===== src/rtl/wb_axil_xbar_bridge_if.sv =====
// rtl/wb_axil_xbar_bridge_if.sv - Wishbone-classic slave plus NUM_PORTS AXI4-Lite master signal bundle
interface wb_axil_xbar_bridge_if #(
  parameter int NUM_PORTS = 4,
  parameter int AW        = 32
);
  logic                      wb_cyc_i;
  logic                      wb_stb_i;
  logic                      wb_we_i;
  logic [AW-1:0]             wb_adr_i;
  logic [31:0]               wb_dat_i;
  logic [3:0]                wb_sel_i;
  logic                      wb_ack_o;
  logic                      wb_err_o;
  logic [31:0]               wb_dat_o;

  logic [NUM_PORTS*AW-1:0]   m_axi_awaddr;
  logic [NUM_PORTS*AW-1:0]   m_axi_araddr;
  logic [NUM_PORTS*3-1:0]    m_axi_awprot;
  logic [NUM_PORTS*3-1:0]    m_axi_arprot;
  logic [NUM_PORTS*32-1:0]   m_axi_wdata;
  logic [NUM_PORTS*4-1:0]    m_axi_wstrb;
  logic [NUM_PORTS-1:0]      m_axi_awvalid;
  logic [NUM_PORTS-1:0]      m_axi_wvalid;
  logic [NUM_PORTS-1:0]      m_axi_arvalid;
  logic [NUM_PORTS-1:0]      m_axi_bready;
  logic [NUM_PORTS-1:0]      m_axi_rready;
  logic [NUM_PORTS-1:0]      m_axi_awready;
  logic [NUM_PORTS-1:0]      m_axi_wready;
  logic [NUM_PORTS-1:0]      m_axi_arready;
  logic [NUM_PORTS-1:0]      m_axi_bvalid;
  logic [NUM_PORTS-1:0]      m_axi_rvalid;
  logic [NUM_PORTS*2-1:0]    m_axi_bresp;
  logic [NUM_PORTS*2-1:0]    m_axi_rresp;
  logic [NUM_PORTS*32-1:0]   m_axi_rdata;

  // Bridge view: Wishbone slave side, AXI-Lite master side
  modport slave (
    input  wb_cyc_i, wb_stb_i, wb_we_i, wb_adr_i, wb_dat_i, wb_sel_i,
    output wb_ack_o, wb_err_o, wb_dat_o,
    output m_axi_awaddr, m_axi_araddr, m_axi_awprot, m_axi_arprot, m_axi_wdata, m_axi_wstrb,
    output m_axi_awvalid, m_axi_wvalid, m_axi_arvalid, m_axi_bready, m_axi_rready,
    input  m_axi_awready, m_axi_wready, m_axi_arready, m_axi_bvalid, m_axi_rvalid,
    input  m_axi_bresp, m_axi_rresp, m_axi_rdata
  );

  modport master (
    output wb_cyc_i, wb_stb_i, wb_we_i, wb_adr_i, wb_dat_i, wb_sel_i,
    input  wb_ack_o, wb_err_o, wb_dat_o,
    input  m_axi_awaddr, m_axi_araddr, m_axi_awprot, m_axi_arprot, m_axi_wdata, m_axi_wstrb,
    input  m_axi_awvalid, m_axi_wvalid, m_axi_arvalid, m_axi_bready, m_axi_rready,
    output m_axi_awready, m_axi_wready, m_axi_arready, m_axi_bvalid, m_axi_rvalid,
    output m_axi_bresp, m_axi_rresp, m_axi_rdata
  );
endinterface


===== src/rtl/wb_axil_xbar_bridge.sv =====
// rtl/wb_axil_xbar_bridge.sv - Wishbone-classic slave to NUM_PORTS address-decoded AXI4-Lite masters, one outstanding
// transfer; optional hung-transfer watchdog enabled by WB_AXIL_TIMEOUT_EN
module wb_axil_xbar_bridge #(
  parameter int                      NUM_PORTS      = 4,
  parameter int                      AW             = 32,
  parameter logic [NUM_PORTS*AW-1:0] BASE_ADDR      = '0,
  parameter logic [NUM_PORTS*AW-1:0] ADDR_MASK      = '0,
  parameter int                      TIMEOUT_CYCLES = 1024
) (
  input  logic                  clk_i,
  input  logic                  rst_i,
  wb_axil_xbar_bridge_if.slave  bus
);
  localparam int PW = (NUM_PORTS > 1) ? $clog2(NUM_PORTS) : 1;

  typedef enum logic [2:0] {
    S_IDLE, S_WR, S_WR_RESP, S_RD_ADDR, S_RD_DATA, S_DONE
  } state_t;

  state_t         state_q, state_d;
  logic [PW-1:0]  port_q, port_d;
  logic [AW-1:0]  adr_q, adr_d;
  logic [31:0]    dat_q, dat_d;
  logic [3:0]     sel_q, sel_d;
  logic           aw_done_q, aw_done_d;
  logic           w_done_q, w_done_d;
  logic           err_q, err_d;
  logic [31:0]    rdata_q, rdata_d;

  logic           hit;
  logic [PW-1:0]  hit_idx;
  logic [NUM_PORTS-1:0] port_oh;
  int             p;

  // Descending scan so the lowest matching index is the one left standing
  always_comb begin
    hit     = 1'b0;
    hit_idx = '0;
    for (int i = NUM_PORTS - 1; i >= 0; i--) begin
      if ((bus.wb_adr_i & ADDR_MASK[i*AW +: AW]) == BASE_ADDR[i*AW +: AW]) begin
        hit     = 1'b1;
        hit_idx = PW'(i);
      end
    end
  end

  assign p       = int'(port_q);
  assign port_oh = NUM_PORTS'(1) << port_q;

`ifdef WB_AXIL_TIMEOUT_EN
  logic [15:0] cnt_q, cnt_d;
`endif

  always_comb begin
    state_d   = state_q;
    port_d    = port_q;
    adr_d     = adr_q;
    dat_d     = dat_q;
    sel_d     = sel_q;
    aw_done_d = aw_done_q;
    w_done_d  = w_done_q;
    err_d     = err_q;
    rdata_d   = rdata_q;
    case (state_q)
      S_IDLE: begin
        if (bus.wb_cyc_i && bus.wb_stb_i) begin
          adr_d     = bus.wb_adr_i;
          dat_d     = bus.wb_dat_i;
          sel_d     = bus.wb_sel_i;
          port_d    = hit_idx;
          aw_done_d = 1'b0;
          w_done_d  = 1'b0;
          err_d     = !hit;
          if (!hit)              state_d = S_DONE;
          else if (bus.wb_we_i)  state_d = S_WR;
          else                   state_d = S_RD_ADDR;
        end
      end
      S_WR: begin
        if (bus.m_axi_awready[p]) aw_done_d = 1'b1;
        if (bus.m_axi_wready[p])  w_done_d  = 1'b1;
        if (aw_done_d && w_done_d) state_d = S_WR_RESP;
      end
      S_WR_RESP: begin
        if (bus.m_axi_bvalid[p]) begin
          err_d   = bus.m_axi_bresp[2*p+1];
          state_d = S_DONE;
        end
      end
      S_RD_ADDR: begin
        if (bus.m_axi_arready[p]) state_d = S_RD_DATA;
      end
      S_RD_DATA: begin
        if (bus.m_axi_rvalid[p]) begin
          err_d = bus.m_axi_rresp[2*p+1];
          if (!bus.m_axi_rresp[2*p+1]) rdata_d = bus.m_axi_rdata[p*32 +: 32];
          state_d = S_DONE;
        end
      end
      S_DONE:  state_d = S_IDLE;
      default: state_d = S_IDLE;
    endcase
`ifdef WB_AXIL_TIMEOUT_EN
    cnt_d = '0;
    if (state_q != S_IDLE && state_q != S_DONE && state_d == state_q) begin
      if (cnt_q == 16'(TIMEOUT_CYCLES - 1)) begin
        state_d = S_DONE;
        err_d   = 1'b1;
      end else begin
        cnt_d = cnt_q + 16'd1;
      end
    end
`endif
  end

  always_ff @(posedge clk_i or posedge rst_i) begin
    if (rst_i) begin
      state_q   <= S_IDLE;
      port_q    <= '0;
      adr_q     <= '0;
      dat_q     <= '0;
      sel_q     <= '0;
      aw_done_q <= 1'b0;
      w_done_q  <= 1'b0;
      err_q     <= 1'b0;
      rdata_q   <= '0;
    end else begin
      state_q   <= state_d;
      port_q    <= port_d;
      adr_q     <= adr_d;
      dat_q     <= dat_d;
      sel_q     <= sel_d;
      aw_done_q <= aw_done_d;
      w_done_q  <= w_done_d;
      err_q     <= err_d;
      rdata_q   <= rdata_d;
    end
  end

`ifdef WB_AXIL_TIMEOUT_EN
  always_ff @(posedge clk_i or posedge rst_i) begin
    if (rst_i) cnt_q <= '0;
    else       cnt_q <= cnt_d;
  end
`else
  logic [15:0] unused_timeout;
  assign unused_timeout = 16'(TIMEOUT_CYCLES);
`endif

  logic unused_resp;
  assign unused_resp = ^{bus.m_axi_bresp, bus.m_axi_rresp};

  // Valids/readies derive from registered state only, so reset clears them at once
  assign bus.m_axi_awvalid = (state_q == S_WR && !aw_done_q) ? port_oh : '0;
  assign bus.m_axi_wvalid  = (state_q == S_WR && !w_done_q)  ? port_oh : '0;
  assign bus.m_axi_bready  = (state_q == S_WR_RESP)          ? port_oh : '0;
  assign bus.m_axi_arvalid = (state_q == S_RD_ADDR)          ? port_oh : '0;
  assign bus.m_axi_rready  = (state_q == S_RD_DATA)          ? port_oh : '0;

  assign bus.m_axi_awaddr = {NUM_PORTS{adr_q}};
  assign bus.m_axi_araddr = {NUM_PORTS{adr_q}};
  assign bus.m_axi_awprot = '0;
  assign bus.m_axi_arprot = '0;
  assign bus.m_axi_wdata  = {NUM_PORTS{dat_q}};
  assign bus.m_axi_wstrb  = {NUM_PORTS{sel_q}};

  assign bus.wb_ack_o = (state_q == S_DONE) && !err_q;
  assign bus.wb_err_o = (state_q == S_DONE) && err_q;
  assign bus.wb_dat_o = rdata_q;
endmodule


===== src/flat_wrapper.sv =====
// flat-port wrapper written by rule: the top's interface ports become plain ports
module wb_axil_xbar_bridge_flat 
#(
  parameter int                      NUM_PORTS      = 4,
  parameter int                      AW             = 32,
  parameter logic [NUM_PORTS*AW-1:0] BASE_ADDR      = '0,
  parameter logic [NUM_PORTS*AW-1:0] ADDR_MASK      = '0,
  parameter int                      TIMEOUT_CYCLES = 1024
)
  (clk_i, rst_i, bus_wb_cyc_i, bus_wb_stb_i, bus_wb_we_i, bus_wb_adr_i, bus_wb_dat_i, bus_wb_sel_i, bus_wb_ack_o, bus_wb_err_o, bus_wb_dat_o, bus_m_axi_awaddr, bus_m_axi_araddr, bus_m_axi_awprot, bus_m_axi_arprot, bus_m_axi_wdata, bus_m_axi_wstrb, bus_m_axi_awvalid, bus_m_axi_wvalid, bus_m_axi_arvalid, bus_m_axi_bready, bus_m_axi_rready, bus_m_axi_awready, bus_m_axi_wready, bus_m_axi_arready, bus_m_axi_bvalid, bus_m_axi_rvalid, bus_m_axi_bresp, bus_m_axi_rresp, bus_m_axi_rdata);
  wb_axil_xbar_bridge_if #(.NUM_PORTS(NUM_PORTS), .AW(AW)) bus_i ();
  input  logic clk_i;
  input  logic rst_i;
  input wire logic [$bits(bus_i.wb_cyc_i)-1:0] bus_wb_cyc_i;
  input wire logic [$bits(bus_i.wb_stb_i)-1:0] bus_wb_stb_i;
  input wire logic [$bits(bus_i.wb_we_i)-1:0] bus_wb_we_i;
  input wire logic [$bits(bus_i.wb_adr_i)-1:0] bus_wb_adr_i;
  input wire logic [$bits(bus_i.wb_dat_i)-1:0] bus_wb_dat_i;
  input wire logic [$bits(bus_i.wb_sel_i)-1:0] bus_wb_sel_i;
  output wire logic [$bits(bus_i.wb_ack_o)-1:0] bus_wb_ack_o;
  output wire logic [$bits(bus_i.wb_err_o)-1:0] bus_wb_err_o;
  output wire logic [$bits(bus_i.wb_dat_o)-1:0] bus_wb_dat_o;
  output wire logic [$bits(bus_i.m_axi_awaddr)-1:0] bus_m_axi_awaddr;
  output wire logic [$bits(bus_i.m_axi_araddr)-1:0] bus_m_axi_araddr;
  output wire logic [$bits(bus_i.m_axi_awprot)-1:0] bus_m_axi_awprot;
  output wire logic [$bits(bus_i.m_axi_arprot)-1:0] bus_m_axi_arprot;
  output wire logic [$bits(bus_i.m_axi_wdata)-1:0] bus_m_axi_wdata;
  output wire logic [$bits(bus_i.m_axi_wstrb)-1:0] bus_m_axi_wstrb;
  output wire logic [$bits(bus_i.m_axi_awvalid)-1:0] bus_m_axi_awvalid;
  output wire logic [$bits(bus_i.m_axi_wvalid)-1:0] bus_m_axi_wvalid;
  output wire logic [$bits(bus_i.m_axi_arvalid)-1:0] bus_m_axi_arvalid;
  output wire logic [$bits(bus_i.m_axi_bready)-1:0] bus_m_axi_bready;
  output wire logic [$bits(bus_i.m_axi_rready)-1:0] bus_m_axi_rready;
  input wire logic [$bits(bus_i.m_axi_awready)-1:0] bus_m_axi_awready;
  input wire logic [$bits(bus_i.m_axi_wready)-1:0] bus_m_axi_wready;
  input wire logic [$bits(bus_i.m_axi_arready)-1:0] bus_m_axi_arready;
  input wire logic [$bits(bus_i.m_axi_bvalid)-1:0] bus_m_axi_bvalid;
  input wire logic [$bits(bus_i.m_axi_rvalid)-1:0] bus_m_axi_rvalid;
  input wire logic [$bits(bus_i.m_axi_bresp)-1:0] bus_m_axi_bresp;
  input wire logic [$bits(bus_i.m_axi_rresp)-1:0] bus_m_axi_rresp;
  input wire logic [$bits(bus_i.m_axi_rdata)-1:0] bus_m_axi_rdata;
  assign bus_i.wb_cyc_i = bus_wb_cyc_i;
  assign bus_i.wb_stb_i = bus_wb_stb_i;
  assign bus_i.wb_we_i = bus_wb_we_i;
  assign bus_i.wb_adr_i = bus_wb_adr_i;
  assign bus_i.wb_dat_i = bus_wb_dat_i;
  assign bus_i.wb_sel_i = bus_wb_sel_i;
  assign bus_wb_ack_o = bus_i.wb_ack_o;
  assign bus_wb_err_o = bus_i.wb_err_o;
  assign bus_wb_dat_o = bus_i.wb_dat_o;
  assign bus_m_axi_awaddr = bus_i.m_axi_awaddr;
  assign bus_m_axi_araddr = bus_i.m_axi_araddr;
  assign bus_m_axi_awprot = bus_i.m_axi_awprot;
  assign bus_m_axi_arprot = bus_i.m_axi_arprot;
  assign bus_m_axi_wdata = bus_i.m_axi_wdata;
  assign bus_m_axi_wstrb = bus_i.m_axi_wstrb;
  assign bus_m_axi_awvalid = bus_i.m_axi_awvalid;
  assign bus_m_axi_wvalid = bus_i.m_axi_wvalid;
  assign bus_m_axi_arvalid = bus_i.m_axi_arvalid;
  assign bus_m_axi_bready = bus_i.m_axi_bready;
  assign bus_m_axi_rready = bus_i.m_axi_rready;
  assign bus_i.m_axi_awready = bus_m_axi_awready;
  assign bus_i.m_axi_wready = bus_m_axi_wready;
  assign bus_i.m_axi_arready = bus_m_axi_arready;
  assign bus_i.m_axi_bvalid = bus_m_axi_bvalid;
  assign bus_i.m_axi_rvalid = bus_m_axi_rvalid;
  assign bus_i.m_axi_bresp = bus_m_axi_bresp;
  assign bus_i.m_axi_rresp = bus_m_axi_rresp;
  assign bus_i.m_axi_rdata = bus_m_axi_rdata;
  wb_axil_xbar_bridge #(.NUM_PORTS(NUM_PORTS), .AW(AW), .BASE_ADDR(BASE_ADDR), .ADDR_MASK(ADDR_MASK), .TIMEOUT_CYCLES(TIMEOUT_CYCLES)) u_core (.clk_i(clk_i), .rst_i(rst_i), .bus(bus_i));
endmodule

===== config.mk =====
export PLATFORM = sky130hd
export DESIGN_NAME = wb_axil_xbar_bridge_flat
export DESIGN_NICKNAME = d
export VERILOG_FILES = /design/src/rtl/wb_axil_xbar_bridge_if.sv /design/src/rtl/wb_axil_xbar_bridge.sv /design/src/flat_wrapper.sv
export SDC_FILE = /design/constraint.sdc
export NUM_CORES = 1
export LEC_CHECK = 0
export ABC_AREA = 0
export BUFFER_PORTS_ARGS = -buffer_cell sky130_fd_sc_hd__buf_2
export CAP_MARGIN = 10
export CELL_PAD_IN_SITES_DETAIL_PLACEMENT = 1
export CELL_PAD_IN_SITES_GLOBAL_PLACEMENT = 1
export CORE_AREA = 4 4 276 278
export DETAILED_ROUTE_END_ITERATION = 8
export DIE_AREA = 0 0 280 282
export PLACE_DENSITY_LB_ADDON = 0.1
export RECOVER_POWER = 100
export SLEW_MARGIN = 5
export SYNTH_ARGS = -nofsm -noshare
export SYNTH_HDL_FRONTEND = slang
export SYNTH_SLANG_ARGS = --single-unit

===== constraint.sdc =====
create_clock -name clk_i -period 4.3 [get_ports clk_i]
set_clock_uncertainty 0.1 [all_clocks]
set_input_delay 0.86 -clock clk_i [delete_from_list [all_inputs] [get_ports clk_i]]
set_output_delay 0.86 -clock clk_i [all_outputs]
set_load 0.03 [all_outputs]

[Word-level counts from Yosys, hierarchy flattened]
Index checks and enable logic that the tools add are counted.
Storage, ports and cells
  register bits after elaboration: 106
  bits in latches: 0
  RAM bits: 0
  bits in read-only memories: 0
  input bits: 237
  output and inout port bits: 478
  logic and storage cells: 58
  memories: 0
Cells by class
  add/subtract/negate cells: 0
  $mul: 0
  div/mod/pow operators: 0
  order comparisons: 0
  equality and inequality tests: 10
  shifts and indexed selects: 0
  mux-type cells: 22
  bitwise operators: 1
  reduce and logical (&&, ||, !) cells: 17
Operator list (number)
  $mux W3: 5
  $pmux W3 S5: 1
  $mux W1: 12
  $ne A2 B1 Y1 const B: 5
  $eq A3 B2 Y1 const B: 2
  $eq A3 B3 Y1 const B: 2
  $logic_and A1 B1 Y1: 6
  $reduce_and A5 Y1: 1
  $pmux W1 S2: 2
  $reduce_and A2 Y1: 2
  $reduce_and A4 Y1: 1
  $eq A3 B1 Y1 const B: 1
  $logic_not A1 Y1: 3
  $logic_not A3 Y1: 1
  $pmux W1 S3: 1
  $reduce_and A3 Y1: 1
  $reduce_bool A3 Y1: 1
  $mux W2: 1
  $reduce_bool A2 Y1: 1
  $not A1 Y1: 1

[Depth between registers and ports, before layout]
Gate-level depths: netlist of the first run.
  word-level depth: 5
  mapped depth: 5
  mapped depth without buffers: 4

[Worst setup path before layout of the first run]
No wires, ideal clock.
  path type: register to output
  from: register u_core.state_q[1]
  to: output bus_wb_ack_o
  data arrival time: 1.720 ns
  required time: 3.340 ns
  slack: 1.620 ns
  stages on the path, launching flop included: 3
  path buffers: 1
  cells stage by stage: dfrtp_1 buf_4 nor4b_1
Between the ends
  longest elaborated chain between the ends: 2
RTL lines
  start: declaration: RTL line wb_axil_xbar_bridge.sv:20  | state_t state_q, state_d;
  start signal: assignment: RTL line wb_axil_xbar_bridge.sv:128  | state_q <= state_d;
  $eq A3 B3 Y1: RTL line wb_axil_xbar_bridge.sv:167  | assign bus.wb_ack_o = (state_q == S_DONE) && !err_q;
  $logic_and A1 B1 Y1: RTL line wb_axil_xbar_bridge.sv:167
  end: declaration: RTL line flat_wrapper.sv:20  | output wire logic [$bits(bus_i.wb_ack_o)-1:0] bus_wb_ack_o;
Every way passes these cells.

[Worst setup path after layout of the first run]
  from: register u_core.state_q[1]
  to: output bus_m_axi_rready[0]
Between the ends
  longest elaborated chain between the ends: 2
RTL lines
  $eq A3 B3 Y1: RTL line wb_axil_xbar_bridge.sv:158  | assign bus.m_axi_rready = (state_q == S_RD_DATA) ? port_oh : '0;
  $mux W1: RTL line wb_axil_xbar_bridge.sv:158
  end: declaration: RTL line flat_wrapper.sv:33  | output wire logic [$bits(bus_i.m_axi_rready)-1:0] bus_m_axi_rready;
Every way passes these cells.

==> metrics.yaml, run 1 <==
run:
  maxCapViolations: 0
drt:
  final_antenna_net_count: 0
  dr.first_iter.drc_count: 83
  routed_via_density: 2.507
  via_count: 4577
  detail_route.first_pass.iterations: 4
  routed_wl_mm: 26.72
  route.detailed.wl_per_inst_um: 14.63
  post-route-drc-count: 0
global_routing:
  grt_overflow: 0
  track_usage: 0.06236
  global_route_wire_length_before_repair_mm: 35.25
  grt_max_degree: 61
  antenna_found_initial: 12
  grt_pass1_vias: 4561
hold_path:
  hold_path.class: "reg2reg"
sta:
  period_needed_ns: 2.909
  timing.fmax_ghz: 0.3437
  setup_repair_after_global_routing_missed_its_margin: "no"
  worst_slew_margin_rel: 0.5188
  setup-violations-final: 0
  hold_viol_final: 0
  tightest_slew_ns: 0.7218
  finalCritPeriodShare: 0.6766
  finalSetupTns_ns: 0
  pins_over_their_slew_limit: 0
  fin_hold_ws_ns: 0.4014
floorplan:
  chipWidth_um: 280
  placement_rows: 100
  top_level_ports: 715
  die_area_sq_mm: 0.07896
  core_area_sq_mm: 0.07395
  chipHeight_um: 282
  initial_core_util: 0.09580
synthesis:
  synth_area_leader_cell: "sky130_fd_sc_hd__buf_4"
  synth_seq_cells: 106
  netlist_top_cells_area: "sky130_fd_sc_hd__buf_4, sky130_fd_sc_hd__dfrtp_1, sky130_fd_sc_hd__mux2_2"
  ys.flop_type: "sky130_fd_sc_hd__dfrtp_1"
  async_flop_share: 1.000
  synth_area_sq_mm: 0.007084
  post_synth_inst_count: 628
  yosysWarnings: 0
  synthTopCellsByCount: "sky130_fd_sc_hd__buf_4, sky130_fd_sc_hd__dfrtp_1, sky130_fd_sc_hd__mux2_2, sky130_fd_sc_hd__mux2_4, sky130_fd_sc_hd__buf_6"
  avg_cell_area_syn_sq_um: 11.28
  number_of_enable_flip_flop_cells_after_synthesis: 0
  yosys.cell_count.top_type: "sky130_fd_sc_hd__buf_4"
  yosysUniqueCellTypes: 30
  synth_top_area_share: 0.3942
  seq_area_frac_synth: 0.3744
worst_setup_path:
  crit_chain: "nor3_1 -> clkbuf_1"
  path_class: "reg2out"
  worstPathMaxFanout: 15
  critical_path_required_ns: 3.34
  max_stage_delay_ns: 0.59
  slowest_stage: "sky130_fd_sc_hd__nor3_1"
  setup.worst_path.end_class: "output pin"
  timing.critical_path.arrival_ns: 1.95
  critical_path_start_type: "flip-flop"
status:
  status: "complete, no violations"
place:
  dpl.cell_count: 1806
  dp_hpwl_mm: 21.25
  dpl_cell_area_sq_mm: 0.008329
  globalplace.congestion: 0.6296
  placement.io_buffers: 550
cts:
  maximum_level_of_the_cts_h_tree: 3
  ctsRootBufferMaster: "sky130_fd_sc_hd__clkbuf_16"
  tritoncts: "built"
  cts_resized: 0
  cts_made_buffers: 9
  clk_transition_reported_paths_ns: 0.09
  max-clock-path-buffers: 2
  clock_tree_sinks: 106
  cts_hold_buffers: 0
  worstSkewPairLatency_ns: 0.39
  post-cts-setup-buffer-count: 0
layout:
  area_delta_synth_final_pct: 11.97
  nets: 1085
  postLayoutCellArea_sq_mm: 0.007933
  layoutNonFillerInstCount: 1826
  num-fill-cells: 8958
  fraction_of_layout_instances_using_a_drive_strength_above_1: 0.2321
[cells in the final DEF, fill, tap and decap left out, types with 2 or more instances in the layout]
cell,n
sky130_fd_sc_hd__clkinv_4,2
sky130_fd_sc_hd__clkbuf_16,9
sky130_fd_sc_hd__buf_4,2
sky130_fd_sc_hd__nand2_1,4
sky130_fd_sc_hd__clkbuf_1,441
sky130_fd_sc_hd__nand3_1,2
sky130_fd_sc_hd__nand3b_1,3
sky130_fd_sc_hd__mux2_1,36
sky130_fd_sc_hd__nor3_1,3
sky130_fd_sc_hd__dfrtp_1,106
sky130_fd_sc_hd__inv_8,2
sky130_fd_sc_hd__diode_2,4
sky130_fd_sc_hd__a21oi_1,3
sky130_fd_sc_hd__conb_1,39
sky130_fd_sc_hd__mux2_2,66
sky130_fd_sc_hd__buf_2,110
sky130_fd_sc_hd__inv_6,2
sky130_fd_sc_hd__nor2_1,6
[path summary, 6_finish.rpt]
check,startpoint,end,slack [ns],cells after the start
worst max-delay path,u_core.state_q[1],bus_m_axi_rready[0],1.39,2
worst min register to register,u_core.bus.wb_dat_o[2],u_core.bus.wb_dat_o[2],0.40,1
worst max register to register,u_core.state_q[1],u_core.bus.wb_dat_o[25],1.89,3
max in group asynchronous,rst_i,u_core.dat_q[2],2.67,3
worst min-delay path,u_core.bus.wb_dat_o[2],u_core.bus.wb_dat_o[2],0.40,1
min in group asynchronous,rst_i,u_core.adr_q[27],0.46,2
[routing by layer]
metal	GRT usage	up-vias	routed length (um)
li1	-	2067	-
met4	0.01832	16	333
met1	0.06463	2210	9615
met3	0.03411	30	2977
met5	0	-	96
met2	0.1091	254	13700
[logic make-up after synthesis]
kind of cell / Yosys count / share of synthesized area
buf+inv: 385 / 0.4119
flops: 106 / 0.3744
mux: 103 / 0.1794
simple gates: 25 / 0.02614
compound gates: 8 / 0.007596
other cells: 1 / 0.0005293
[cell type report]
cell class | instances | area [sq um] | share of cell area
clock buffers | 10 | 239.0 | 0.03013
multi-input cells | 175 | 1509 | 0.1902
inverters | 2 | 12.51 | 0.001577
clock inverters | 6 | 56.30 | 0.007098
flip-flops and latches | 106 | 2653 | 0.3344
repair buffers | 554 | 2241 | 0.2825
well taps | 969 | 1212 | 0.1528
diodes | 4 | 10.01 | 0.001262
[sequential cells by signal, summed over array words and instances, names as in the netlist]
register and flops:
u_core.aw_done_q 1, u_core.err_q 1, u_core.bus.wb_dat_o 32, u_core.state_q 3
u_core.adr_q 32, u_core.sel_q 4, u_core.w_done_q 1, u_core.dat_q 32
[per-stage QoR]
step                      setup WS (ns)    util
final                             1.391  0.1073
after global routing              1.186  0.1072
after CTS                         1.445  0.1166
after detailed placement          1.849  0.1126
after global placement            1.871  0.1126
after floorplan                  0.5511       -
[worst max-delay path, delay by kind of cell (launching register included)]
kind	cells	cell delay [ns]
buffers and inverters	1	0.40
flip-flops	1	0.56
AND/OR/NAND/NOR	1	0.59
Power of run 1 is not shown: default switching activity piles up to over one toggle a cycle in this logic, so the estimate is an artifact.
==> run 2: changes to the inputs <==
Clock period 4.3 ns to 3 ns, I/O delays scaled along.
==> run 2 against run 1 <==
Compared with the run above:
- core utilization barely moved
- worst hold slack worse by 0.089 ns
- via count grew 0.50%
- cell count increased by 0.33%
- global-route usage decreased by 0.21 points
- first-iteration DRC count down 36%
- critical path depth is 1 higher
- cell area is 0.39% higher
==> metrics.yaml, run 2 (same netlist as run 1, synthesis figures left out) <==
worst_setup_path:
  setup.worst_path.end_class: "output pin"  # unchanged
  critical_path_required_ns: 2.30  # was 3.34 ns
  slowest_stage: "sky130_fd_sc_hd__dfrtp_1"  # was sky130_fd_sc_hd__nor3_1
  critical-path-top-delay-family: "flip-flops"  # was simple AND/OR/NAND/NOR gates
  critical_path_start_type: "flip-flop"  # unchanged
  max_stage_delay_ns: 0.53  # was 0.59 ns
  cp_num_buf_inv: 2  # was 1
  path_class: "reg2out"  # unchanged
  timing.critical_path.arrival_ns: 1.92  # was 1.95 ns
  crit_chain: "inv_1 -> nor3_1 -> buf_2"  # was nor3_1 -> clkbuf_1
  worstPathMaxFanout: 8  # was 15
place:
  dp_hpwl_mm: 20.88  # was 21.25 mm
  globalplace.congestion: 0.6371  # was 0.6296
  placement.io_buffers: 550  # unchanged
floorplan:
  chipWidth_um: 280  # unchanged
  core_area_sq_mm: 0.07395  # unchanged
  placement_rows: 100  # unchanged
  top_level_ports: 715  # unchanged
  die_area_sq_mm: 0.07896  # unchanged
  initial_core_util: 0.09580  # unchanged
  chipHeight_um: 282  # unchanged
hold_path:
  hold_path.class: "in2reg"  # was reg2reg
drt:
  routed_wl_mm: 25.93  # was 26.72 mm
  post-route-drc-count: 0  # unchanged
  detail_route.first_pass.iterations: 4  # unchanged
  routed_via_density: 2.511  # was 2.507
  final_antenna_net_count: 0  # unchanged
  via_count: 4600  # was 4,577
  route.detailed.wl_per_inst_um: 14.16  # was 14.63 um
  dr.first_iter.drc_count: 53  # was 83
layout:
  multi_input_comb_area_sq_mm: 0.001516  # was 0.001509 sq mm
  layout_commonest_cell: "sky130_fd_sc_hd__clkbuf_1"  # unchanged
  layout_common_cells: "sky130_fd_sc_hd__clkbuf_1, sky130_fd_sc_hd__buf_2, sky130_fd_sc_hd__dfrtp_1"  # unchanged
  fraction_of_layout_instances_using_a_drive_strength_above_1: 0.2380  # was 0.2321
  area_delta_synth_final_pct: 12.42  # was 11.97%
  nets: 1089  # was 1,085
  num-fill-cells: 8951  # was 8,958
  sequential_cell_area_sq_mm: 0.002653  # unchanged
sta:
  setup-violations-final: 0  # unchanged
  setup_repair_after_global_routing_missed_its_margin: "no"  # unchanged
  tightest_slew_ns: 1.216  # was 0.7218 ns
  finalSetupTns_ns: 0  # unchanged
  finalCritPeriodShare: 0.8724
  worst_slew_margin_rel: 0.1896  # was 0.5188
  pins_over_their_slew_limit: 0  # unchanged
  hold_viol_final: 0  # unchanged
  timing.fmax_ghz: 0.3821
  period_needed_ns: 2.617
cts:
  worstSkewPairLatency_ns: 0.38  # was 0.39 ns
  cts_resized: 0  # unchanged
  maximum_level_of_the_cts_h_tree: 3  # unchanged
  post-cts-setup-buffer-count: 0  # unchanged
  ctsRootBufferMaster: "sky130_fd_sc_hd__clkbuf_16"  # unchanged
  cts_hold_buffers: 0  # unchanged
  clock_tree_sinks: 106  # unchanged
  clk_transition_reported_paths_ns: 0.09  # about the same
  cts_made_buffers: 9  # unchanged
  tritoncts: "built"  # unchanged
  max-clock-path-buffers: 2  # unchanged
global_routing:
  grt_max_degree: 40  # was 61
  grt_overflow: 0  # unchanged
  track_usage: 0.06030  # was 0.06236
  grt_pass1_vias: 4565  # was 4,561
  global_route_wire_length_before_repair_mm: 34.28  # was 35.25 mm
  antenna_found_initial: 13  # was 12
status:
  status: "complete, no violations"  # unchanged
run:
  maxCapViolations: 0  # unchanged
run 2: changes by cell type in the layout (fill, tap and decap cells not counted), sizes merged:
cell,change
clkbuf,+1
diode,+2
inv,+1
buf,+3
clkinvlp,+1
clkinv,-2
run 2: metal layers:
| layer | up-vias | share of wire | GRT usage |
|---|---|---|---|
| li1 | 2081 | - | - |
| met1 | 2208 | 0.36 | 0.06136 |
| met2 | 276 | 0.52 | 0.1086 |
| met3 | 23 | 0.11 | 0.03105 |
| met4 | 12 | 0.012 | 0.01715 |
| met5 | - | 0.0028 | 0 |
run 2: cell type report:
type,instances,area share
clock buffers,10,0.02875
diodes,6,0.001885
inverters,2,0.001100
multi-input cells,175,0.1904
clock inverters,6,0.006756
repair buffers,558,0.2858
well taps,969,0.1522
flip-flops and latches,106,0.3331
run 2: worst paths after layout:
path,startpoint,end,slack [ns],depth (start not counted)
max reg2reg,u_core.state_q[2],u_core.adr_q[21],0.44,4
max,u_core.state_q[2],bus_m_axi_rready[0],0.38,3
min in group asynchronous,rst_i,u_core.dat_q[24],0.35,2
min,bus_m_axi_rdata[2],u_core.bus.wb_dat_o[2],0.31,2
max in group asynchronous,rst_i,u_core.adr_q[22],0.72,3
min reg2reg,u_core.bus.wb_dat_o[2],u_core.bus.wb_dat_o[2],0.40,1
run 2: through the flow:
stage | hold WS (ns) | cells | area [sq um] | util | setup WS, ns
2_1_floorplan | 0.3854 | 666 | 7231 | - | 0.5796
6_report | 0.3120 | 1832 | 7964 | 0.1077 | 0.3827
3_3_place_gp | 0.3873 | 1810 | 8396 | 0.1135 | 0.7790
4_1_cts | 0.1746 | 1826 | 8678 | 0.1174 | 0.4081
3_5_place_dp | 0.3871 | 1810 | 8396 | 0.1135 | 0.7569
5_1_grt | 0.2717 | 1826 | 7949 | 0.1075 | 0.1832
Power of run 2 is left out for the same reason.
